File: config.mk
export PLATFORM = sky130hd
export DESIGN_NAME = brg_cfg_ctrl
export DESIGN_NICKNAME = d
export VERILOG_FILES = /design/src/rtl/brg_cfg_ctrl.sv
export SDC_FILE = /design/constraint.sdc
export NUM_CORES = 1
export LEC_CHECK = 0
export ABC_CLOCK_PERIOD_IN_PS = 3100
export CORE_MARGIN = 4
export CORE_UTILIZATION = 57
export DETAILED_ROUTE_END_ITERATION = 12
export HOLD_SLACK_MARGIN = 0.08
export PLACE_DENSITY = 0.9
export SETUP_SLACK_MARGIN = 0.3
export SYNTH_ARGS = -nofsm -noshare
export SYNTH_HDL_FRONTEND = slang
export SYNTH_SLANG_ARGS = --single-unit
File: constraint.sdc
create_clock -name clk -period 3.1 [get_ports clk]
set_clock_uncertainty 0.2 [all_clocks]
set_input_delay 0.465 -clock clk [delete_from_list [all_inputs] [get_ports clk]]
set_output_delay 0.465 -clock clk [all_outputs]
set_load 0.03 [all_outputs]
File: src/rtl/brg_cfg_ctrl.sv
// BRG divisor configuration sequencer: writes the divisor low byte then high byte,
// then waits for two en_16x reloads to confirm the new rate before reporting done/err.
module brg_cfg_ctrl #(
  parameter int unsigned TIMEOUT = 140000,
  parameter int unsigned TO_W    = 18
) (
  input  logic        clk,
  input  logic        rst_n,
  input  logic        sel_req,
  input  logic [2:0]  sel_idx,
  input  logic        div_req,
  input  logic [15:0] div_val,
  input  logic        en_16x,
  output logic        wr_dbl,
  output logic        wr_dbh,
  output logic [7:0]  data_out,
  output logic        busy,
  output logic        done,
  output logic        err,
  output logic        locked,
  output logic [15:0] cur_div
);

  localparam int unsigned DIV_W = 16;
  localparam int unsigned BYTE_W = 8;
  localparam int unsigned PC_W = 2;
  localparam logic [DIV_W-1:0] RST_DIV = 16'h0145;

  typedef enum logic [1:0] {IDLE, WR_LO, WR_HI, SYNC} state_t;

  state_t              state, state_n;
  logic [DIV_W-1:0]    pend_div, pend_div_n, tgt_div, cur_div_n;
  logic [PC_W-1:0]     pcnt, pcnt_n;
  logic [TO_W-1:0]     tcnt, tcnt_n;
  logic [BYTE_W-1:0]   data_n;
  logic                wr_dbl_n, wr_dbh_n, busy_n, done_n, err_n, locked_n;
  logic                req, req_bad, sync_ok, sync_to;

  // Request decode: div_req wins over sel_req; table holds 50 MHz divisors
  always_comb begin
    tgt_div = '0;
    req_bad = 1'b0;
    req     = div_req | sel_req;
    if (div_req) begin
      tgt_div = div_val;
      req_bad = (div_val == '0);
    end else if (sel_req) begin
      case (sel_idx)
        3'd0:    tgt_div = 16'h028A;
        3'd1:    tgt_div = 16'h0145;
        3'd2:    tgt_div = 16'h00A2;
        3'd3:    tgt_div = 16'h0050;
        3'd4:    tgt_div = 16'h0035;
        3'd5:    tgt_div = 16'h001A;
        default: req_bad = 1'b1;
      endcase
    end
  end

  // Second reload pulse confirms the new period; it beats a simultaneous timeout
  assign sync_ok = en_16x && (pcnt == PC_W'(1));
  assign sync_to = (tcnt == TO_W'(TIMEOUT));

  always_ff @(posedge clk or negedge rst_n) begin
    if (!rst_n) begin
      state    <= IDLE;
      wr_dbl   <= 1'b0;
      wr_dbh   <= 1'b0;
      data_out <= '0;
      busy     <= 1'b0;
      done     <= 1'b0;
      err      <= 1'b0;
      locked   <= 1'b1;
      cur_div  <= RST_DIV;
      pend_div <= RST_DIV;
      pcnt     <= '0;
      tcnt     <= '0;
    end else begin
      state    <= state_n;
      wr_dbl   <= wr_dbl_n;
      wr_dbh   <= wr_dbh_n;
      data_out <= data_n;
      busy     <= busy_n;
      done     <= done_n;
      err      <= err_n;
      locked   <= locked_n;
      cur_div  <= cur_div_n;
      pend_div <= pend_div_n;
      pcnt     <= pcnt_n;
      tcnt     <= tcnt_n;
    end
  end

  always_comb begin
    state_n = state;
    case (state)
      IDLE:    if (req && !req_bad) state_n = WR_LO;
      WR_LO:   state_n = WR_HI;
      WR_HI:   state_n = SYNC;
      SYNC:    if (sync_ok || sync_to) state_n = IDLE;
      default: state_n = IDLE;
    endcase
  end

  // Next values for the registered outputs and counters
  always_comb begin
    wr_dbl_n   = 1'b0;
    wr_dbh_n   = 1'b0;
    data_n     = '0;
    done_n     = 1'b0;
    err_n      = 1'b0;
    locked_n   = locked;
    cur_div_n  = cur_div;
    pend_div_n = pend_div;
    pcnt_n     = pcnt;
    tcnt_n     = tcnt;
    busy_n     = (state_n != IDLE);
    case (state)
      IDLE: begin
        if (req) begin
          if (req_bad) begin
            err_n = 1'b1;
          end else begin
            pend_div_n = tgt_div;
            locked_n   = 1'b0;
            wr_dbl_n   = 1'b1;
            data_n     = tgt_div[BYTE_W-1:0];
          end
        end
      end
      WR_LO: begin
        wr_dbh_n = 1'b1;
        data_n   = pend_div[DIV_W-1:BYTE_W];
      end
      WR_HI: begin
        pcnt_n = '0;
        tcnt_n = '0;
      end
      SYNC: begin
        if (en_16x) pcnt_n = pcnt + PC_W'(1);
        if (!sync_to) tcnt_n = tcnt + TO_W'(1);
        if (sync_ok) begin
          done_n    = 1'b1;
          cur_div_n = pend_div;
          locked_n  = 1'b1;
        end else if (sync_to) begin
          err_n = 1'b1;
        end
      end
      default: ;
    endcase
  end

endmodule
==> results.txt, run 1 <==
status: completed
GR Layer Usage met1: 0.2901
TNS Setup: 0 ns
sequential power share: 0.383
xor and xnor fraction of the mapped netlist area: 0.02671
clock sinks: 68
EDFF count, synth: 0
Post-DRT Antenna Nets: 0
worst-margin pin slew: 0.7138 ns
combinational cell fraction of total power: 0.381
Die Area: 7031 sq um
placer's final routability congestion estimate: 0.8956
sequential share of the synthesized area: 0.5223
RSZ-0062 raised after global routing: no
Nets: 396
Starting Density: 0.5919
Clk pin slew, worst setup/hold paths: 0.08 ns
port buffer count: 53
Place WS: 0.3934 ns
Achievable Freq: 410.4 MHz
Compound-Gate Fraction of Synth Area: 0.1332
row cnt: 27
DR vias: 2589
Iter 0 DRT Violations: 146
Crit-path slowest cell: or4_1
placed insts: 425
Synth Flop Type: dfrtp_1
clock tree buffer depth: 2
first drt pass iteration count: 4
nature of the critical path endpoint: flop
Slew headroom: 0.5232
switch share: 0.3732
crit path launch type: input port
final setup violation count: 0
Die Ht: 83.85 microns
hold violation count in the final report: 0
CTS buffer count: 9
Lkg Pwr: 1.792 nW
antenna cell count: 0
CTS tree: yes
fin worst setup slack: 0.6635 ns
final worst path period need: 2.437 ns
Async S/R FF share, synth: 1.000
clock root buffer: clkbuf_8
register bit count reported by yosys: 68
Distinct cells, synth: 48
power per cell area: 853.4 nW/um^2
Worst EP required: 3.17 ns
busiest grt layer: met2
Layout Cells excl Fill: 442
mux share of post-synthesis cell area: 0.07020
Via density: 5.857
antenna violations before repair: 0
WP data arrival: 2.50 ns
Critical Path Stages: 7
IO Pins: 54
final slew viol count: 0
CORE AREA: 5540 sq um
Synth Area in Adders: 0.02671
Max Cap Violations: 0
M3 GR Usage: 0.05429
Die Wd: 83.85 microns
Clk Latency, worst-skew pair: 0.35 ns
WP buf/inv: 2
synth warn: 0
critical path type: input port to flop
Syn Area/Cell: 10.65 sq um
Global Route Usage Sum: 0.2374
GR Overflow Total: 0
layout cell share with drive strength beyond 1: 0.1892
Tot Pwr: 0.003511 W
HP Class: flop to flop
met2 usage: 0.3847
number of global-route vias before repair: 2721
worst IR drop on VDD: 0.6323 mV
combinational family with the most area after synthesis: simple AND/OR/NAND/NOR gates
crit path cell chain: clkdlybuf4s50_1 -> or4_1 -> nor4_1 -> a21o_2 -> buf_4 -> nand2_1 -> o21ai_0
WL per Instance: 17.38 microns
Max FO, Critical Path: 13
post-synthesis simple-gate area fraction: 0.1858
Int Power: 0.002200 W
Mapped Cells: 308
period utilization: 0.7860
H-tree Lvls: 3
final WL: 7.681 mm
CP top delay family: simple AND/OR/NAND/NOR gates
Clock Power Share: 0.235
R2R setup slack: 0.98 ns
area of the mapped netlist: 3279 sq um
Worst Reg-to-Reg Cells: 6
global-route wire length before repair: 13.14 mm
DP HPWL: 5.495 mm
Largest stage delay, worst path: 0.54 ns
largest net degree at the start of global routing: 43
Sw Pwr: 0.001310 W
Hold Path Stages: 2
area grow syn2layout: 25.45%
synthesized net count: 339
DRC errors left: 0
-- cells in the mapped netlist (all sizes together) (4+ instances only) --
master | instances | area, sq um
nor3 | 6 | 40.04
nand2b | 5 | 31.28
nor4 | 5 | 37.53
nand2 | 39 | 146.4
mux2i | 5 | 50.05
ha | 7 | 87.58
nor2 | 16 | 60.06
nand4 | 8 | 50.05
nor4b | 4 | 35.03
xnor2 | 5 | 43.79
o21ai | 31 | 211.5
nand3 | 14 | 70.07
dfrtp | 59 | 1476
clkbuf | 8 | 30.03
a22oi | 6 | 45.04
inv | 8 | 30.03
mux2 | 16 | 180.2
buf | 6 | 55.05
nor2b | 7 | 43.79
xor2 | 5 | 43.79
dfstp | 9 | 236.5
a21oi | 11 | 55.05
-- registers in the layout, summed over array words and instances, names as in the netlist --
register,cells
err,1
data_out,8
pend_div,16
busy,1
done,1
locked,1
cur_div,16
wr_dbl,1
state,2
pcnt,2
wr_dbh,1
tcnt,18
-- power by group through the flow --
stage	Clock, W	Combinational (W)	Sequential [W]
after floorplan	0	0.000631	0.00157
after global placement	0	0.00129	0.00134
after detailed placement	0	0.00133	0.00135
after CTS	0.000833	0.00134	0.00134
after global routing	0.000886	0.00145	0.00138
final	0.000826	0.00134	0.00135
-- metrics by stage --
step | instance area, sq um | hold slack, ns | utilization
after floorplan | 3279 | -0.03059 | -
after global placement | 3880 | 0.2594 | 0.7003
after detailed placement | 3880 | 0.2646 | 0.7003
after CTS | 4114 | 0.2832 | 0.7425
after global routing | 4114 | 0.2971 | 0.7425
final | 4114 | 0.2780 | 0.7425
-- worst paths after layout --
check                       startpoint     endpoint
min reg2reg                pend_div[7]  pend_div[7]
max reg2reg                   state[1]     tcnt[15]
max                         div_val[4]  pend_div[0]
max in group asynchronous        rst_n  pend_div[2]
min                        pend_div[7]  pend_div[7]
min in group asynchronous        rst_n   cur_div[7]
-- final cells by class --
class | instances | area (sq um)
clock inverter | 6 | 86.33
inverter | 8 | 30.03
multi-input combinational | 218 | 1451
sequential | 68 | 1713
fill | 387 | 1426
timing repair buffer | 60 | 605.6
tap | 72 | 90.09
clock buffer | 10 | 137.6
-- layer usage --
layer	wire [microns]	vias to the layer above
met1	3246	1245
met4	278	0
li1	-	1220
met3	382	27
met2	3774	97
met5	0	-
-- repair_timing --
action,in CTS,in global routing
setup buffers,0,0
endpoints found under the hold margin,24,0
hold buffers,1,0
resized for setup,0,0
-- cell usage in the layout (no fill, tap or decap), drive strengths merged, types with 10 or more instances in the layout --
master / instances
dfrtp: 59
nand3: 14
clkdlybuf4s50: 52
mux2: 16
clkbuf: 10
a21oi: 11
nand2: 39
nor2: 16
o21ai: 31
-- cells by family after synthesis --
family                     count (synthesis)
AOI/OAI and AO/OA                         63
xor gates and xnor gates                  10
adders and majority gates                  7
buffers and inverters                     22
DFF                                       68
muxes                                     21
and+or+nand+nor                          117
-- worst reg2reg max path, stage by stage (launching register included) --
cell     delay (ns)
dfrtp_1        0.42
ha_1           0.21
nand4_1        0.24
nor4_2         0.51
nand3_1        0.18
xor2_1         0.16
nor2_1         0.05
(Power assumes the default switching activity.)
==> run 2: changes to the inputs <==
- ABC_CLOCK_PERIOD_IN_PS: 3100 -> 2150
- CORE_UTILIZATION: 57 -> 48
- PLACE_DENSITY: 0.9 -> 0.81
- clock period: 3.1 -> 2.15 ns (I/O delays scaled with it)
==> run 2 against run 1 <==
  * Total power is 52% higher
  * Hold slack worse by 0.10 ns
  * Clock power up 40%
  * Combinational power up 66%
  * Sequential share of layout area decreased by 3.8 points
  * Global-route usage decreased by 2.1 points
  * Cell count is 8.1% higher
  * Critical endpoint is now pend_div[4]
==> results.txt, run 2 (synthesis gave the netlist of run 1 again) <==
Via density: 5.747
Die Ht: 90.66 microns
Hold Path Stages: 3
largest register by flop count: tcnt
Slew headroom: 0.6796
critical path type: flop to flop
Lkg Pwr: 2.138 nW
registers with the most flip-flops: tcnt (18), cur_div (16), pend_div (16)
antenna cell count: 0
placed insts: 452
final slew viol count: 0
CORE AREA: 6495 sq um
DR vias: 2747
combinational cell fraction of total power: 0.418
port buffer count: 53
Worst Reg-to-Reg Cells: 8
Clock Power Share: 0.218
worst-margin pin slew: 0.4739 ns
area grow syn2layout: 38.00%
Starting Density: 0.5049
switch share: 0.3787
largest net degree at the start of global routing: 69
crit path launch type: flop
GR Overflow Total: 0
sequential power share: 0.364
Global Route Usage Sum: 0.2165
Layout Cells excl Fill: 478
Storage cell area: 1713 sq um
H-tree Lvls: 3
placer's final routability congestion estimate: 0.9024
layout cell share with drive strength beyond 1: 0.3042
final WL: 8.435 mm
RSZ-0062 raised after global routing: yes
Clk pin slew, worst setup/hold paths: 0.08 ns
CTS tree: yes
worst IR drop on VDD: 0.7646 mV
Int Power: 0.003314 W
DRC errors left: 0
final setup violation count: 0
power per cell area: 1178 nW/um^2
DP HPWL: 5.662 mm
hold violation count in the final report: 0
status: completed
first drt pass iteration count: 4
most common cell after layout, fill and taps aside: dfrtp_1
IO Pins: 54
clock tree buffer depth: 2
Max FO, Critical Path: 10
Clk Latency, worst-skew pair: 0.35 ns
Iter 0 DRT Violations: 162
Worst Hold Slack: 0.1741 ns
Die Area: 8218 sq um
nature of the critical path endpoint: flop
global-route wire length before repair: 14.06 mm
Tot Pwr: 0.005333 W
clock sinks: 68
number of global-route vias before repair: 2853
Die Wd: 90.66 microns
WP data arrival: 2.02 ns
WL per Instance: 17.65 microns
Filler cells: 471
most frequent cells in the layout: 59 x dfrtp_1, 39 x nand2_1, 35 x dlygate4sd2_1
Sw Pwr: 0.002020 W
Largest register FFs: 18
CTS buffer count: 9
HP Class: input port to flop
Multi-input gate area: 1594 sq um
Worst EP required: 2.18 ns
Post-DRT Antenna Nets: 0
row cnt: 29
final worst path period need: 1.989 ns
R2R setup slack: 0.16 ns
Max Cap Violations: 0
Achievable Freq: 502.7 MHz
clock root buffer: clkbuf_8
antenna violations before repair: 0
Nets: 427
period utilization: 0.9253
[run 2: changes by cell type in the layout (fill, tap and decap cells not counted), sizes merged]
cell,previous run,this run
clkdlybuf4s15,0,5
clkdlybuf4s50,52,11
dlygate4sd2,0,35
buf,7,37
inv,9,8
clkinvlp,1,2
clkbuf,10,12
[run 2: what timing repair did]
action                                  CTS  global route
endpoints found under the setup margin   70            49
resized for setup                        65            17
hold buffers                              1             0
cloned                                    2             1
setup buffers                             4             2
hold endpoints to repair                 59             0
pin swaps                                13             7
[run 2: worst paths after layout]
kind / startpoint / end
worst max-delay path: state[1] / pend_div[4]
worst min register to register: pend_div[1] / pend_div[1]
worst max register to register: state[1] / pend_div[4]
min in group asynchronous: rst_n / tcnt[6]
max in group asynchronous: rst_n / pend_div[0]
worst min-delay path: div_val[13] / pend_div[13]
[run 2: power groups by stage]
stage	Clock, W	Sequential, W	Combinational (W)
5_1_grt	0.00125	0.00198	0.00241
4_1_cts	0.00117	0.00193	0.00215
3_3_place_gp	0	0.00194	0.00196
2_1_floorplan	0	0.00226	0.000913
3_5_place_dp	0	0.00195	0.00204
6_report	0.00116	0.00194	0.00223
[run 2: through the flow]
stage / util / setup WS (ns) / TNS [ns] / area (sq um)
floorplan: - / 0.2992 / 0 / 3284
global placement: 0.6284 / -0.1857 / -4.548 / 4081
detailed placement: 0.6284 / -0.2294 / -5.879 / 4081
CTS: 0.6823 / 0.1812 / 0 / 4432
global route: 0.6968 / 0.07251 / 0 / 4526
finish: 0.6968 / 0.1606 / 0 / 4526
[run 2: routing by layer]
metal  up-vias  wire [microns]  global-route usage  share of wire
met2        79            4444              0.3805           0.53
met3        15             441             0.06167          0.052
met5         -               0                   0              0
li1       1283               -                   -              -
met4         0             137             0.06378          0.016
met1      1370            3412              0.2563           0.40
[run 2: worst max-delay path, stage by stage, from the launching register on]
cell	delay, ns
dfrtp_1	0.44
inv_1	0.16
ha_4	0.22
o21ai_0	0.16
a21o_4	0.29
buf_6	0.14
buf_12	0.12
nand2_1	0.08
o21ai_2	0.06
[run 2: area by class of cell]
type	instances	share of cell area
Sequential cell	68	0.3785
Multi-Input combinational cell	218	0.3522
Timing Repair Buffer	91	0.1935
Clock buffer	10	0.02820
Tap cell	77	0.02129
Clock inverter	6	0.01963
Inverter	8	0.006635
==> run 3: changes to the inputs <==
- SETUP_SLACK_MARGIN: 0.3 -> 0.2
==> run 3 against run 2 <==
  * Via count grew 3.4%
  * Sequential share of layout area shrank 0.31 points
  * Fmax shrank 0.93%
  * Clock power down 9%
  * Hold slack got worse by 0.0043 ns
  * First-iteration DRC count grew 2.5%
  * Largest power group unchanged
==> results.txt, run 3 (synthesis gave the netlist of run 1 again) <==
CTS buffer count: 9
Iter 0 DRT Violations: 166
registers with the most flip-flops: tcnt (18), cur_div (16), pend_div (16)
Starting Density: 0.5049
Nets: 434
H-tree Lvls: 3
clock sinks: 68
Crit-path slowest cell: dfrtp_1
clock root buffer: clkbuf_8
DP HPWL: 5.789 mm
critical path type: flop to flop
hold violation count in the final report: 0
Die Area: 8218 sq um
CORE AREA: 6495 sq um
TNS Setup: 0 ns
CTS tree: yes
layout cell share with drive strength beyond 1: 0.2990
Die Wd: 90.66 microns
Final Cell Area: 4567 sq um
Largest stage delay, worst path: 0.43 ns
routed length on met3: 469 microns
Max FO, Critical Path: 4
HP Class: input port to flop
Lkg Pwr: 2.207 nW
most common cell after layout, fill and taps aside: dfrtp_1
nature of the critical path endpoint: flop
Clk pin slew, worst setup/hold paths: 0.07 ns
DRC errors left: 0
largest net degree at the start of global routing: 28
IO Pins: 54
Max Cap Violations: 0
WP data arrival: 2.03 ns
crit path cell chain: inv_2 -> ha_4 -> nand4bb_1 -> nor4b_2 -> nand4_1 -> a32o_2 -> o21bai_1
Clk Latency, worst-skew pair: 0.35 ns
port buffer count: 53
status: completed
WP buf/inv: 1
first drt pass iteration count: 6
area grow syn2layout: 39.26%
global-route wire length before repair: 14.38 mm
Largest register FFs: 18
final setup violation count: 0
worst IR drop on VDD: 0.9042 mV
Global Route Usage Sum: 0.2227
Layout Cells excl Fill: 485
final WL: 9.192 mm
row cnt: 29
Worst Hold Slack: 0.1698 ns
Met1 Routed Length: 3.575 mm
final slew viol count: 0
Post-DP Area: 4094 sq um
GR Overflow Total: 0
uppermost layer routed: met4
Post-DRT Antenna Nets: 0
DR vias: 2841
antenna violations before repair: 0
clock tree buffer depth: 2
power per cell area: 1201 nW/um^2
Die Ht: 90.66 microns
antenna cell count: 0
metal2 WL: 4.854 mm
Worst EP required: 2.17 ns
largest register by flop count: tcnt
placer's final routability congestion estimate: 0.9118
crit path launch type: flop
most frequent cells in the layout: 58 x dfrtp_1, 38 x nand2_1, 34 x buf_4
CP top delay family: simple AND/OR/NAND/NOR gates
Slew headroom: 0.6876
number of global-route vias before repair: 2881
Achievable Freq: 498.0 MHz
worst-margin pin slew: 0.4621 ns
placed insts: 456
final worst path period need: 2.008 ns
WL per Instance: 18.95 microns
RSZ-0062 raised after global routing: yes
Via density: 5.858
period utilization: 0.9340
-- run 3: cell types whose count changed in the layout (fill, tap and decap cells not counted), sizes merged --
| cell | previous run | this run |
|---|---|---|
| buf | 37 | 45 |
| bufinv | 2 | 1 |
| clkbuf | 12 | 11 |
| clkdlybuf4s15 | 5 | 1 |
| clkdlybuf4s50 | 11 | 29 |
| clkinv | 2 | 4 |
| clkinvlp | 2 | 1 |
| dlygate4sd2 | 35 | 13 |
| dlymetal6s2s | 0 | 8 |
-- run 3: power breakdown --
part / switching (W) / internal, W
sequential: 0.000255 / 0.00170
clock: 0.000519 / 0.000536
combinational: 0.00131 / 0.00117
total: 0.00208 / 0.00341
-- run 3: timing repair --
action | in CTS | in global routing
resized for setup | 25 | 26
pin swaps | 7 | 7
setup buffers | 4 | 5
hold buffers | 1 | 0
cloned | 3 | 0
hold endpoints to repair | 33 | 0
setup endpoints to repair | 36 | 52
-- run 3: per-stage QoR --
stage | setup WS [ns] | utilization | total power (W)
floorplan | 0.2399 | - | 0.003173
global placement | -0.2262 | 0.6303 | 0.003912
detailed placement | -0.2343 | 0.6303 | 0.003978
CTS | 0.1899 | 0.6850 | 0.005342
global route | 0.07492 | 0.7031 | 0.005778
finish | 0.1419 | 0.7031 | 0.005487
-- run 3: cell type report --
type                    instances  area, sq um
clock buffers                  10        127.6
clock inverters                 6        65.06
fillers                       433         1928
inverters                       8        30.03
multi-input cells             218         1521
flip-flops and latches         68         1714
well taps                      77        96.34
repair buffers                 98         1012
-- run 3: worst paths after layout --
path | end | from | depth (start not counted) | slack (ns)
max | busy | tcnt[0] | 7 | 0.14
min | pend_div[13] | div_val[13] | 3 | 0.17
max reg2reg | busy | tcnt[0] | 7 | 0.14
min reg2reg | pend_div[6] | pend_div[6] | 2 | 0.28
max in group asynchronous | cur_div[8] | rst_n | 3 | 0.91
min in group asynchronous | cur_div[14] | rst_n | 2 | 0.23
-- run 3: worst min-delay path, stage by stage --
cell and delay (ns):
dlygate4sd2_1 0.24, nand2_1 0.07, o21ai_2 0.05
-- run 3: per-layer routing --
| metal | track usage | vias to the layer above |
|---|---|---|
| li1 | - | 1292 |
| met1 | 0.2583 | 1394 |
| met2 | 0.3922 | 123 |
| met3 | 0.04917 | 32 |
| met4 | 0.09821 | 0 |
| met5 | 0 | - |
